===== config.mk =====
export PLATFORM = sky130hd
export DESIGN_NAME = mem_access
export DESIGN_NICKNAME = d
export VERILOG_FILES = /design/src/rtl/mem_pkg.sv /design/src/rtl/lsu_align.sv /design/src/rtl/mem_access.sv
export SDC_FILE = /design/constraint.sdc
export NUM_CORES = 1
export LEC_CHECK = 0
export ABC_CLOCK_PERIOD_IN_PS = 2400
export CORE_MARGIN = 3
export CORE_UTILIZATION = 45
export CTS_BUF_LIST = sky130_fd_sc_hd__clkbuf_8
export CTS_CLUSTER_DIAMETER = 50
export DETAILED_ROUTE_END_ITERATION = 16
export PLACE_DENSITY_LB_ADDON = 0.25
export SLEW_MARGIN = 20
export SYNTH_ARGS = -nofsm -noshare
export SYNTH_HDL_FRONTEND = slang
export SYNTH_SLANG_ARGS = --single-unit

===== constraint.sdc =====
create_clock -name clk -period 2.4 [get_ports clk]
set_input_delay 0.48 -clock clk [delete_from_list [all_inputs] [get_ports clk]]
set_output_delay 0.48 -clock clk [all_outputs]
set_load 0.005 [all_outputs]

===== src/rtl/mem_pkg.sv =====
// mem_pkg: shared definitions for the memory-stage load/store unit.
//   - funct3 width codes used by loads and stores
//   - lsu_state_t : FSM states of mem_access
//   - lsu_size_t  : access size after funct3 decode
//   - f3_size()   : funct3 -> access size (unused codes fall back to word)
package mem_pkg;

  localparam logic [2:0] F3_B  = 3'b000;
  localparam logic [2:0] F3_H  = 3'b001;
  localparam logic [2:0] F3_W  = 3'b010;
  localparam logic [2:0] F3_BU = 3'b100;
  localparam logic [2:0] F3_HU = 3'b101;

  typedef enum logic [1:0] {
    IDLE   = 2'd0,
    ACCESS = 2'd1,
    RESP   = 2'd2
  } lsu_state_t;

  typedef enum logic [1:0] {
    SZ_B = 2'd0,
    SZ_H = 2'd1,
    SZ_W = 2'd2
  } lsu_size_t;

  // Codes 011, 110 and 111 have no defined width and behave as a word.
  function automatic lsu_size_t f3_size(input logic [2:0] f3);
    case (f3)
      F3_B, F3_BU: f3_size = SZ_B;
      F3_H, F3_HU: f3_size = SZ_H;
      F3_W:        f3_size = SZ_W;
      default:     f3_size = SZ_W;
    endcase
  endfunction

endpackage


===== src/rtl/lsu_align.sv =====
// lsu_align: combinational lane logic for the load/store unit.
// Ports:
//   i_funct3     in  3  : width code
//   i_off        in  2  : byte offset within the word (addr[1:0])
//   i_store_data in  32 : raw store data
//   i_rdata      in  32 : raw read word from the bus
//   o_wdata      out 32 : store data replicated onto every candidate lane
//   o_wstrb      out 4  : byte enables for the store
//   o_misaligned out 1  : access crosses its natural alignment
//   o_load_data  out 32 : selected lane, sign- or zero-extended
module lsu_align
  import mem_pkg::*;
(
  input  logic [2:0]  i_funct3,
  input  logic [1:0]  i_off,
  input  logic [31:0] i_store_data,
  input  logic [31:0] i_rdata,
  output logic [31:0] o_wdata,
  output logic [3:0]  o_wstrb,
  output logic        o_misaligned,
  output logic [31:0] o_load_data
);

  lsu_size_t   w_size;
  logic [31:0] w_lane;
  logic        w_unsigned;

  assign w_size     = f3_size(i_funct3);
  // funct3[2] distinguishes BU/HU from B/H.
  assign w_unsigned = i_funct3[2];
  assign w_lane     = i_rdata >> {i_off, 3'b000};

  always_comb begin
    o_wdata      = i_store_data;
    o_wstrb      = 4'b1111;
    o_misaligned = 1'b0;
    o_load_data  = w_lane;
    case (w_size)
      SZ_B: begin
        o_wdata      = {4{i_store_data[7:0]}};
        o_wstrb      = 4'b0001 << i_off;
        o_load_data  = w_unsigned ? {24'h0, w_lane[7:0]}
                                  : {{24{w_lane[7]}}, w_lane[7:0]};
      end
      SZ_H: begin
        o_wdata      = {2{i_store_data[15:0]}};
        o_wstrb      = 4'b0011 << {i_off[1], 1'b0};
        o_misaligned = i_off[0];
        o_load_data  = w_unsigned ? {16'h0, w_lane[15:0]}
                                  : {{16{w_lane[15]}}, w_lane[15:0]};
      end
      default: begin
        o_wdata      = i_store_data;
        o_wstrb      = 4'b1111;
        o_misaligned = |i_off;
        o_load_data  = w_lane;
      end
    endcase
  end

endmodule


===== src/rtl/mem_access.sv =====
// mem_access: memory-stage load/store unit.
// Runs one data-memory transaction per load/store over a valid/ready bus and
// stalls the upstream pipeline until it completes.
// Ports:
//   clk, rst                 : clock, synchronous active-high reset
//   load_mem, store_mem      : instruction class from EX/MEM
//   funct3_mem               : access width code
//   alu_data_mem             : effective byte address
//   rs2_data_mem             : store data
//   dmem_req/we/addr/wdata/wstrb : bus request fields (held through ACCESS)
//   dmem_ready, dmem_rdata   : bus handshake and read data
//   stall                    : freeze PC and pipeline up to EX/MEM
//   load_data                : extended load result (0 for store/error)
//   done, misaligned, bus_timeout : one-cycle completion pulses
module mem_access
  import mem_pkg::*;
#(
  parameter int MAX_WAIT = 15
) (
  input  logic        clk,
  input  logic        rst,
  input  logic        load_mem,
  input  logic        store_mem,
  input  logic [2:0]  funct3_mem,
  input  logic [31:0] alu_data_mem,
  input  logic [31:0] rs2_data_mem,
  output logic        dmem_req,
  output logic        dmem_we,
  output logic [31:0] dmem_addr,
  output logic [31:0] dmem_wdata,
  output logic [3:0]  dmem_wstrb,
  input  logic        dmem_ready,
  input  logic [31:0] dmem_rdata,
  output logic        stall,
  output logic [31:0] load_data,
  output logic        done,
  output logic        misaligned,
  output logic        bus_timeout
);

  localparam int CW = $clog2(MAX_WAIT + 1);
  // Last wait count that still keeps the request up; one more unanswered
  // cycle abandons the access, giving exactly MAX_WAIT request cycles.
  localparam logic [CW-1:0] LAST = CW'(MAX_WAIT - 1);

  lsu_state_t  r_state;
  lsu_state_t  w_next;
  logic [CW-1:0] r_cnt;
  logic [2:0]  r_f3;
  logic [1:0]  r_off;
  logic        r_we;
  logic [31:0] r_addr;
  logic [31:0] r_wdata;
  logic [3:0]  r_wstrb;
  logic [31:0] r_load_data;
  logic        r_misaligned;
  logic        r_timeout;

  logic        w_req_in;
  logic        w_is_load;
  logic        w_stall;
  logic        w_tmo_hit;
  logic [2:0]  w_f3;
  logic [1:0]  w_off;
  logic [31:0] w_wdata;
  logic [3:0]  w_wstrb;
  logic        w_mis;
  logic [31:0] w_load;

  assign w_req_in  = load_mem | store_mem;
  // A load wins when both class bits are set.
  assign w_is_load = load_mem;

  // In IDLE the lane logic sees the incoming instruction; once the access is
  // launched it sees the latched copy so extraction matches the issued bus op.
  assign w_f3  = (r_state == IDLE) ? funct3_mem        : r_f3;
  assign w_off = (r_state == IDLE) ? alu_data_mem[1:0] : r_off;

  lsu_align u_align (
    .i_funct3     (w_f3),
    .i_off        (w_off),
    .i_store_data (rs2_data_mem),
    .i_rdata      (dmem_rdata),
    .o_wdata      (w_wdata),
    .o_wstrb      (w_wstrb),
    .o_misaligned (w_mis),
    .o_load_data  (w_load)
  );

  assign w_tmo_hit = (r_state == ACCESS) && !dmem_ready && (r_cnt == LAST);

  always_comb begin
    w_next  = r_state;
    w_stall = 1'b0;
    case (r_state)
      IDLE: begin
        if (w_req_in) begin
          w_stall = 1'b1;
          w_next  = w_mis ? RESP : ACCESS;
        end
      end
      ACCESS: begin
        w_stall = 1'b1;
        if (dmem_ready || w_tmo_hit) begin
          w_next = RESP;
        end
      end
      RESP: begin
        w_next = IDLE;
      end
      default: begin
        w_next = IDLE;
      end
    endcase
  end

  always_ff @(posedge clk) begin
    if (rst) begin
      r_state      <= IDLE;
      r_cnt        <= '0;
      r_f3         <= 3'b000;
      r_off        <= 2'b00;
      r_we         <= 1'b0;
      r_addr       <= 32'h0;
      r_wdata      <= 32'h0;
      r_wstrb      <= 4'h0;
      r_load_data  <= 32'h0;
      r_misaligned <= 1'b0;
      r_timeout    <= 1'b0;
    end else begin
      r_state      <= w_next;
      r_misaligned <= 1'b0;
      r_timeout    <= 1'b0;
      case (r_state)
        IDLE: begin
          if (w_req_in) begin
            if (w_mis) begin
              r_misaligned <= 1'b1;
              r_load_data  <= 32'h0;
            end else begin
              r_addr  <= {alu_data_mem[31:2], 2'b00};
              r_we    <= !w_is_load;
              r_wdata <= w_is_load ? 32'h0 : w_wdata;
              r_wstrb <= w_is_load ? 4'h0  : w_wstrb;
              r_f3    <= funct3_mem;
              r_off   <= alu_data_mem[1:0];
              r_cnt   <= '0;
            end
          end
        end
        ACCESS: begin
          if (dmem_ready) begin
            r_load_data <= r_we ? 32'h0 : w_load;
          end else if (w_tmo_hit) begin
            r_timeout   <= 1'b1;
            r_load_data <= 32'h0;
          end else if (r_cnt != {CW{1'b1}}) begin
            r_cnt <= r_cnt + 1'b1;
          end
        end
        default: begin
        end
      endcase
    end
  end

  assign dmem_req    = (r_state == ACCESS);
  assign dmem_we     = r_we;
  assign dmem_addr   = r_addr;
  assign dmem_wdata  = r_wdata;
  assign dmem_wstrb  = r_wstrb;
  assign stall       = w_stall;
  assign load_data   = r_load_data;
  assign done        = (r_state == RESP);
  assign misaligned  = r_misaligned;
  assign bus_timeout = r_timeout;

endmodule


==> results.cfg, run 1 <==
[timing]
finalSetupTns_ns = 0
setup_viol_count_final = 0
finalMaxSlewViolations = 0
max-slew-margin-rel_pct = 56.0
max_freq_mhz = 444
fin_crit_ns = 2.25
worstMarginPinSlew_ns = 0.661
period_share_pct = 93.9
finClkSkew_ns = 0.00574
worst_slack_ns = 0.147
rsz0062_at_grt = no
hold_viol = 0

[power_and_ir_drop]
vdd_drop_max_mv = 0.459
p_int_uw = 3450
leakagePower_uw = 0.00296
switching_share_pct = 32.1
switchingPower_uw = 1630
share_seq_of_total_power_pct = 41.5
power_frac_comb_pct = 34.3
power_uw = 5080
power_per_cell_area_nw_per_um2 = 643
power_frac_clock_pct = 24.2

[worst_setup_path]
path_max_fanout = 3
critical_path_arrival_ns = 1.77
cp.required_ns = 1.92
cp-start-kind = input port
cp_common_cell = clkdlybuf4s50_1
startpoint = load_mem
setup.worst_path.end_class = primary output
path_cells = clkdlybuf4s50_1, nor3_1, nor2_1, clkdlybuf4s50_1
crit_slowest_cell = clkdlybuf4s50_1
timing.rr.start = r_state[0]
slowest_delay_ns = 0.56
critPathKind = input port to primary output

[synthesis]
synth_edf_count = 0
async_flop_share_pct = 0
synth_warnings = 0
seq_area_frac_synth_pct = 42.9
synth_area_leaders = dfxtp_1, nand2_1, a21oi_1
avgSynthCellArea_um2 = 8.43
synth_top_area_share_pct = 42.9
synth-seq-cells = 112
syn_area_um2 = 5230
netlist-cell-type-count = 55
synth_area_leader_cell = dfxtp_1
synth_ff_type = dfxtp_1
synth_cells = 620
yosysMostFrequentCell = nand2_1
synth_commonest_cells = nand2_1, dfxtp_1, a21oi_1

[global_route]
grt_pass1_wl_mm = 27.3
grt_max_degree = 65
grt.total_usage_pct = 26.6
grt_pass1_vias = 5486
grt_overflow_total = 0
antenna_found_initial = 0

[die]
ios = 210
rows = 38
core_region_area_um2 = 11100
die_h_um = 114
dieArea_um2 = 12900
die_width_um = 114
start_util_pct = 47.2

[hold_path]
worstHoldPathType = input port to register
hp-start = rst

[detailed_routing]
vias_per_cell = 5.64
drt_wl_total_mm = 17.5
drc = 0
num_vias = 5520
wl_per_cell_um = 17.9
drt-pass1-iter-count = 7
first_iter_violations = 333
ant_nets = 0

[clock_tree]
cts-buffers-inserted = 9
cts_tree = built
cts_root_buf = clkbuf_8
clk_pin_slew_ns = 0.11
h-tree-depth = 3
clk_path_buf_depth = 2
clock_latency_ns = 0.39
cts.sink_count = 112
holdBufCountCts = 0

[cells_and_area]
drive_gt1_share_pct = 12.2
area_growth_pct = 51.2
nFillCells = 855
antenna_cells = 0
multiInputGateArea_um2 = 2780
register_area_um2 = 2240
fin_nets = 939
post-route-util_pct = 71.4

[run_status]
status = finished, final reports clean

[placement]
io_buffers = 207
place_ws_ns = -0.248
place_congestion = 0.909
dpl.hpwl_mm = 13.1

[flow_run]
cap_violations = 0
-- layout by cell type, fill, tap and decap left out, types with 15 or more instances in the layout --
cell               n
a21oi_1           82
a22oi_1           19
buf_4             36
clkdlybuf4s50_1  206
dfxtp_1          110
mux2_2            16
mux2i_1           18
nand2_1          124
nand3b_1          15
nor2_1            42
o21ai_0           29
-- power by group through the flow --
| stage | Clock [µW] | Combinational, µW | Sequential, µW |
|---|---|---|---|
| after CTS | 1250 | 1750 | 2110 |
| after detailed placement | 0 | 1740 | 2150 |
| after global placement | 0 | 1700 | 2140 |
| final | 1230 | 1740 | 2110 |
| after global routing | 1320 | 1890 | 2130 |
| after floorplan | 0 | 874 | 2140 |
-- state kept, by name, summed over array words and instances (netlist names) --
signal,flops
r_f3,3
dmem_wdata,32
r_state,2
dmem_addr,30
load_data,32
dmem_we,1
r_cnt,4
bus_timeout,1
dmem_wstrb,4
r_off,2
misaligned,1
-- per-stage QoR --
step	cell area, µm²	cells	hold WS (ns)
after CTS	7900	978	0.421
after floorplan	5230	621	0.436
after global routing	7910	978	0.452
after global placement	7690	962	0.437
after detailed placement	7690	962	0.446
final	7910	978	0.432
-- worst max-delay path, delay by kind of cell --
family	cells	cell delay, ns
buffers and inverters	2	1.09
AND/OR/NAND/NOR	2	0.20
-- routing by layer --
metal	routed length (µm)	GRT usage [%]
met1	6490	30.4
met2	8560	45.2
met3	1780	8.38
met4	681	12.9
met5	0	0
-- timing repair --
item                                    CTS  global route
endpoints found under the setup margin    0            41
buffers inserted                          0             0
gates resized for setup                   0             2
-- final timing paths --
path | end | slack [ns] | depth (start not counted)
worst max register to register | load_data[26] | 0.17 | 6
worst min-delay path | load_data[3] | 0.43 | 2
worst max-delay path | stall | 0.15 | 4
worst min register to register | dmem_wdata[7] | 0.46 | 2
-- area by class of cell --
| cell class | count | share of cell area [%] |
|---|---|---|
| clock buffer | 10 | 1.74 |
| clock inverter | 6 | 0.965 |
| inverter | 4 | 0.190 |
| multi-input combinational | 456 | 35.2 |
| sequential | 112 | 28.4 |
| tap | 140 | 2.22 |
| timing repair buffer | 250 | 31.3 |
-- kinds of logic (layout without fill, tap and decap cells) --
kind of cell / count (synthesis) / after routing / synth area share, %
AOI/OAI and AO/OA: 175 / 175 / 20.2
xor gates and xnor gates: 3 / 3 / 0.503
adders and majority gates: 2 / 2 / 0.479
buffers and inverters: 53 / 270 / 4.60
DFF: 112 / 112 / 42.9
muxes: 43 / 43 / 10.8
other: 1 / 2 / 0.0717
and+or+nand+nor: 231 / 231 / 20.5
Power figures use the tool's default switching activity.
==> run 2, diff against run 1 <==
==> constraint.sdc (replaced) <==
create_clock -name clk -period 2.4 [get_ports clk]
set_input_delay 0.72 -clock clk [delete_from_list [all_inputs] [get_ports clk]]
set_output_delay 0.72 -clock clk [all_outputs]
set_load 0.005 [all_outputs]
==> run 2 against run 1 <==
Power up 2.2%. Cell area grew 4.8%. Wire length grew 3.9%. Setup slack got worse by 0.11 ns. Combinational power grew 14%. Clock skew up 0.0070 ns. Critical path depth up 4. Sequential share of layout area is 1.3 points lower. Sequential power hardly changed. Non-clock buffer count is 24 higher. First-iteration DRC count is 17% higher. Count of clock-buffer cells in the layout is the same.
==> results.cfg, run 2 (synthesized netlist as in run 1, its figures left out) <==
[global_route]
grt_pass1_vias = 5693
grt_overflow_total = 0
antenna_found_initial = 0
grt.total_usage_pct = 27.4
grt_max_degree = 66
grt_pass1_wl_mm = 28.4

[worst_setup_path]
cp-start-kind = input port
setup.worst_path.end_class = register
path_max_fanout = 8
critPathKind = input port to register
cp.required_ns = 2.66
critical_path_arrival_ns = 2.63

[detailed_routing]
drt_wl_total_mm = 18.2
vias_per_cell = 5.64
num_vias = 5648
drc = 0
first_iter_violations = 391
ant_nets = 0
wl_per_cell_um = 18.2
drt-pass1-iter-count = 5

[clock_tree]
cts-buffers-inserted = 9
cts.sink_count = 112
clk_path_buf_depth = 2
cts_tree = built
holdBufCountCts = 0
clock_latency_ns = 0.39
clk_pin_slew_ns = 0.10
h-tree-depth = 3
cts_root_buf = clkbuf_8

[die]
start_util_pct = 47.2
dieArea_um2 = 12900
core_region_area_um2 = 11100
die_h_um = 114
ios = 210
die_width_um = 114
rows = 38

[timing]
rsz0062_at_grt = yes
worstMarginPinSlew_ns = 0.658
finalSetupTns_ns = 0
finalMaxSlewViolations = 0
finClkSkew_ns = 0.0127
worst_slack_ns = 0.0398
hold_viol = 0
max_freq_mhz = 424
setup_viol_count_final = 0
fin_crit_ns = 2.36
period_share_pct = 98.3
max-slew-margin-rel_pct = 56.1

[power_and_ir_drop]
vdd_drop_max_mv = 0.365
p_int_uw = 3490
switching_share_pct = 32.8
share_seq_of_total_power_pct = 40.4
switchingPower_uw = 1710
power_per_cell_area_nw_per_um2 = 627
power_frac_comb_pct = 38.3
power_frac_clock_pct = 21.2
leakagePower_uw = 0.00313

[cells_and_area]
drive_gt1_share_pct = 16.2
final_cell_mix = clkdlybuf4s50_1, nand2_1, dfxtp_1
post-route-util_pct = 74.8
antenna_cells = 0
area_growth_pct = 58.6
fin_nets = 963
register_area_um2 = 2250
multiInputGateArea_um2 = 2910
nFillCells = 828
mostFrequentLayoutCell = clkdlybuf4s50_1

[flow_run]
cap_violations = 0

[hold_path]
worstHoldPathType = register to register

[placement]
place_congestion = 0.884
io_buffers = 207
place_ws_ns = -0.504
dpl.hpwl_mm = 13.4

[run_status]
status = finished, final reports clean
-- run 2: changes by cell type in the layout (fill, tap and decap cells not counted), sizes merged --
cell           before  now
buf                44   68
clkdlybuf4s50     206  200
dlygate4sd2         0    4
clkinv              3    0
clkinvlp            0    2
inv                 6    8
bufinv              1    0
clkbuf             10   11
clkdlybuf4s15       0    1
-- run 2: final cells by class --
cell class / count / share of cell area, %
well taps: 140 / 2.11
clock buffers: 10 / 1.66
inverters: 4 / 0.181
clock inverters: 6 / 0.604
repair buffers: 274 / 33.2
multi-input cells: 456 / 35.1
flip-flops and latches: 112 / 27.1
-- run 2: path summary, 6_finish.rpt --
path                                       to             from  cells past startpoint  slack, ns
worst max-delay path            load_data[26]  alu_data_mem[0]                      8       0.04
worst min register to register  load_data[19]    load_data[19]                      2       0.46
worst min-delay path            load_data[19]    load_data[19]                      2       0.46
worst max register to register  load_data[26]       r_state[0]                      8       0.08
-- run 2: stage by stage --
stage          cell area, µm²  hold slack (ns)  total power [µW]  std cells
2_1_floorplan            5260            0.436              3030        621
3_5_place_dp             7920            0.445              4000        980
5_1_grt                  8290            0.479              5430       1002
4_1_cts                  8260            0.460              5200       1001
6_report                 8290            0.456              5200       1002
3_3_place_gp             7920            0.437              3950        980
-- run 2: per-layer routing --
layer | vias up | global-route usage [%] | wire (µm)
li1 | 2656 | - | -
met1 | 2650 | 30.8 | 6770
met2 | 287 | 46.7 | 8810
met3 | 55 | 7.69 | 1820
met4 | 0 | 15.5 | 790
met5 | - | 0 | 0
-- run 2: critical path, stage by stage --
cell	delay, ns
clkdlybuf4s15_1	0.23
or3b_4	0.42
and2_4	0.16
a221o_1	0.37
a221oi_4	0.32
buf_4	0.18
buf_12	0.14
o31ai_1	0.08
-- run 2: power by group through the flow --
stage / logic (µW) / clock network (µW) / registers [µW]
floorplan: 891 / 0 / 2140
global placement: 1820 / 0 / 2130
detailed placement: 1860 / 0 / 2140
CTS: 1970 / 1120 / 2100
global route: 2130 / 1180 / 2120
finish: 1990 / 1100 / 2100
-- run 2: timing repair --
item / CTS / global route
cloned: 1 / 0
buffers inserted: 4 / 1
endpoints found under the setup margin: 30 / 11
gates resized for setup: 27 / 7
endpoints found under the hold margin: 0 / 0
pin swaps: 5 / 3
